$ cat src/rtl/sync_row_fifo.sv
// Synchronous row FIFO with registered read; push and pop together while full
// is accepted.
module sync_row_fifo #(
    parameter int unsigned WIDTH = 8,
    parameter int unsigned DEPTH = 64
) (
    input  logic             clk,
    input  logic             rst_n,
    input  logic             clr,
    input  logic             push,
    input  logic [WIDTH-1:0] wdata,
    input  logic             pop,
    output logic [WIDTH-1:0] rdata,
    output logic             full_c,
    output logic             empty_c
);
    localparam int unsigned AW = $clog2(DEPTH);

    logic [WIDTH-1:0] mem [DEPTH];
    logic [AW-1:0]    wptr;
    logic [AW-1:0]    rptr;
    logic [AW:0]      count;
    logic             do_push;
    logic             do_pop;

    assign full_c  = (count == (AW + 1)'(DEPTH));
    assign empty_c = (count == '0);
    assign do_pop  = pop & ~clr & ~empty_c;
    assign do_push = push & ~clr & (~full_c | do_pop);

    always_ff @(posedge clk) begin
        if (do_push) begin
            mem[wptr] <= wdata;
        end
    end

    always_ff @(posedge clk) begin
        if (!rst_n) begin
            rdata <= '0;
        end else if (do_pop) begin
            rdata <= mem[rptr];
        end
    end

    // Pointers wrap naturally because DEPTH is a power of two.
    always_ff @(posedge clk) begin
        if (!rst_n || clr) begin
            wptr  <= '0;
            rptr  <= '0;
            count <= '0;
        end else begin
            if (do_push) begin
                wptr <= wptr + AW'(1);
            end
            if (do_pop) begin
                rptr <= rptr + AW'(1);
            end
            case ({do_push, do_pop})
                2'b10:   count <= count + (AW + 1)'(1);
                2'b01:   count <= count - (AW + 1)'(1);
                default: count <= count;
            endcase
        end
    end

endmodule

$ cat config.mk
export PLATFORM = sky130hd
export DESIGN_NAME = sync_row_fifo
export DESIGN_NICKNAME = d
export VERILOG_FILES = /design/src/rtl/sync_row_fifo.sv
export SDC_FILE = /design/constraint.sdc
export NUM_CORES = 1
export LEC_CHECK = 0
export BUFFER_PORTS_ARGS = -buffer_cell sky130_fd_sc_hd__buf_2
export CELL_PAD_IN_SITES_DETAIL_PLACEMENT = 1
export CELL_PAD_IN_SITES_GLOBAL_PLACEMENT = 2
export CORE_MARGIN = 4
export CORE_UTILIZATION = 25
export CTS_CLUSTER_DIAMETER = 60
export DETAILED_ROUTE_END_ITERATION = 8
export PLACE_DENSITY = 0.44
export SLEW_MARGIN = 10
export SYNTH_ARGS = -nofsm -noshare
export SYNTH_HDL_FRONTEND = slang
export SYNTH_SLANG_ARGS = --single-unit
$ cat constraint.sdc
create_clock -name clk -period 3 [get_ports clk]
set_input_delay 0.3 -clock clk [delete_from_list [all_inputs] [get_ports clk]]
set_output_delay 0.3 -clock clk [all_outputs]
set_load 0.01 [all_outputs]
==> flow_summary.json <==
{
  "synth_warnings": 0,
  "slew_headroom_pct": 33.3,
  "grt_max_degree": 65,
  "tightestPinTransition_ns": 0.997,
  "synth_top_flop_cell": "edfxtp_1",
  "cp_max_fo": 23,
  "clock_sinks": 539,
  "synthArstFlopShare_pct": 0,
  "yosys.area.top_type": "edfxtp_1",
  "cts_tree": "done",
  "h-tree-depth": 3,
  "dieHeight_um": 299,
  "slew_violations": 0,
  "hold_path_class": "input port to flop",
  "dr_total_vias": 10900,
  "drc_errors": 0,
  "ios": 23,
  "cap_violations": 0,
  "synth_top_area_share_pct": 72.5,
  "grt_first_pass_wirelength_um": 89100,
  "dp_hpwl_um": 40300,
  "power-per-cell-area_nw_per_um2": 636,
  "insertion_delay_ns": 0.60,
  "cp-start-kind": "flop",
  "antenna_found_initial": 4,
  "drt_iter0_drc": 738,
  "grt-ovfl-total": 0,
  "setup_viol": 0,
  "rsz0062_at_grt": "false",
  "max_freq_mhz": 366,
  "die_w_um": 299,
  "cts_buffer_depth": 3,
  "arrival_ns": 3.20,
  "drive_gt1_share_pct": 27.4,
  "layout_commonest_cell": "edfxtp_1",
  "n_fill_cell": 8571,
  "rows": 106,
  "multi_input_comb_area_sq_um": 4890,
  "ant_nets": 0,
  "grt_pass1_vias": 11800,
  "post_drt_wl_per_cell_um": 25.3,
  "p_leak_nw": 7.94,
  "ff_latch_area_sq_um": 15900,
  "port_buffers": 22,
  "ys_ff_latch": 539,
  "timing.final.hold_violations": 0,
  "min_period_over_period_pct": 91.2,
  "synthDistinctLibCells": 51,
  "final_nets": 1274,
  "finish.utilization_pct": 30.5,
  "areaGrowthSynthToFinish_pct": 20.8,
  "synth_area_leaders": "edfxtp_1, mux4_2, mux2i_1, dfxtp_1, nor2_1",
  "place.gp.congestion": 0.730,
  "yosysSeqAreaShare_pct": 75.1,
  "synth.avg_cell_area_sq_um": 19.4,
  "cts_made_buffers": 67,
  "syn_area_sq_um": 21200,
  "final.setup.tns_ns": 0,
  "endpoint_kind": "flop",
  "grt_usage_pct": 13.8,
  "skew_ns": 0.0179,
  "cts.clk_slew.worst_paths_ns": 0.06,
  "dieArea_sq_um": 89500,
  "detail_route.first_pass.iterations": 5,
  "synth_edf_count": 512,
  "crit_type": "flop to flop",
  "viasPerCell": 4.47,
  "core_sq_um": 83800,
  "status": "complete, no violations",
  "root_buffer": "clkbuf_16",
  "start_util_pct": 25.3,
  "cp.required_ns": 3.47,
  "synthCells": 1094,
  "routed_wl_um": 61700,
  "final_cell_mix": "edfxtp_1, buf_4, mux4_2",
  "period_minus_slack_ns": 2.74,
  "vdd_drop_max_uv": 283,
  "syn_nets": 1115
}
-- layer usage --
layer  track usage (%)  vias up  routed length [um]  share of wire (%)
met1              20.0     5841               29800                 48
li1                  -     4819                   -                  -
met5                 0        -                   0                  0
met3              2.22       74                2270                3.7
met4              3.63        0                1010                1.6
met2              21.8      181               28700                 46
-- power breakdown --
part / switching [mW] / internal [mW]
Clock: 3.14 / 4.52
Sequential: 0.0143 / 8.24
Combinational: 0.247 / 0.119
-- per-stage QoR --
| stage | setup WS [ns] | area [sq um] | std cells | hold WS (ns) | power, mW |
|---|---|---|---|---|---|
| floorplan | 0.267 | 21200 | 1094 | 0.399 | 8.55 |
| global placement | 0.215 | 23500 | 2318 | 0.490 | 8.79 |
| detailed placement | 0.187 | 23500 | 2318 | 0.489 | 8.79 |
| CTS | 0.159 | 25600 | 2439 | 0.0554 | 16.6 |
| global route | 0.115 | 25600 | 2439 | 0.0715 | 16.9 |
| finish | 0.265 | 25600 | 2440 | 0.100 | 16.3 |
-- registers in the layout (all words and copies together), names as in the netlist --
name   flops
rdata      8
mem      512
wptr       6
count      7
rptr       6
-- area by class of cell --
type                            count  area share, %
Antenna cell                        1        0.00977
Multi-Input combinational cell    484           19.1
Timing Repair Buffer              153           4.95
Tap cell                         1134           5.54
Clock buffer                       84           6.88
Clock inverter                     37           1.19
Inverter                            8          0.117
Sequential cell                   539           62.2
-- final timing paths --
check	start	end	slack, ns	cells past startpoint
max	rptr[0]	rdata[3]	0.26	7
max reg2reg	rptr[0]	rdata[3]	0.26	7
min reg2reg	count[4]	count[4]	0.50	2
min	wdata[1]	mem[10][1]	0.10	1
-- cell usage after synthesis, types with 13 or more instances --
library cell and number:
a22oi_1 23, edfxtp_1 512, o22ai_1 15, a21oi_1 44, nand2_1 19, mux2i_1 73
mux4_2 90, nor2_1 83, clkbuf_1 32, dfxtp_1 27, o21ai_0 13, o221ai_1 16
-- repair_timing --
action,4_1_cts,5_1_grt
setup endpoints to repair,0,1
setup buffers,0,0
resized for setup,0,1
hold buffers,0,0
endpoints found under the hold margin,0,0
-- logic make-up (layout without fill, tap and decap cells) --
logic type                 Yosys count  count (layout)  synth area share (%)
AOI/OAI and AO/OA                  145             145                  4.93
xor gates and xnor gates            13              13                 0.537
adders and majority gates            8               8                 0.508
buffers and inverters               71             282                  1.95
DFF                                539             539                  75.1
muxes                              170             170                  13.8
other                                0               1                     0
and+or+nand+nor                    148             148                  3.20
-- critical path: stages (launching register included) --
cell	delay, ns
dfxtp_4	0.57
buf_12	0.28
buf_4	0.19
mux4_2	0.55
a2111oi_2	0.65
a21oi_1	0.14
mux2i_1	0.16
a21oi_1	0.08
Note: power is estimated with default switching activity, not from simulation.
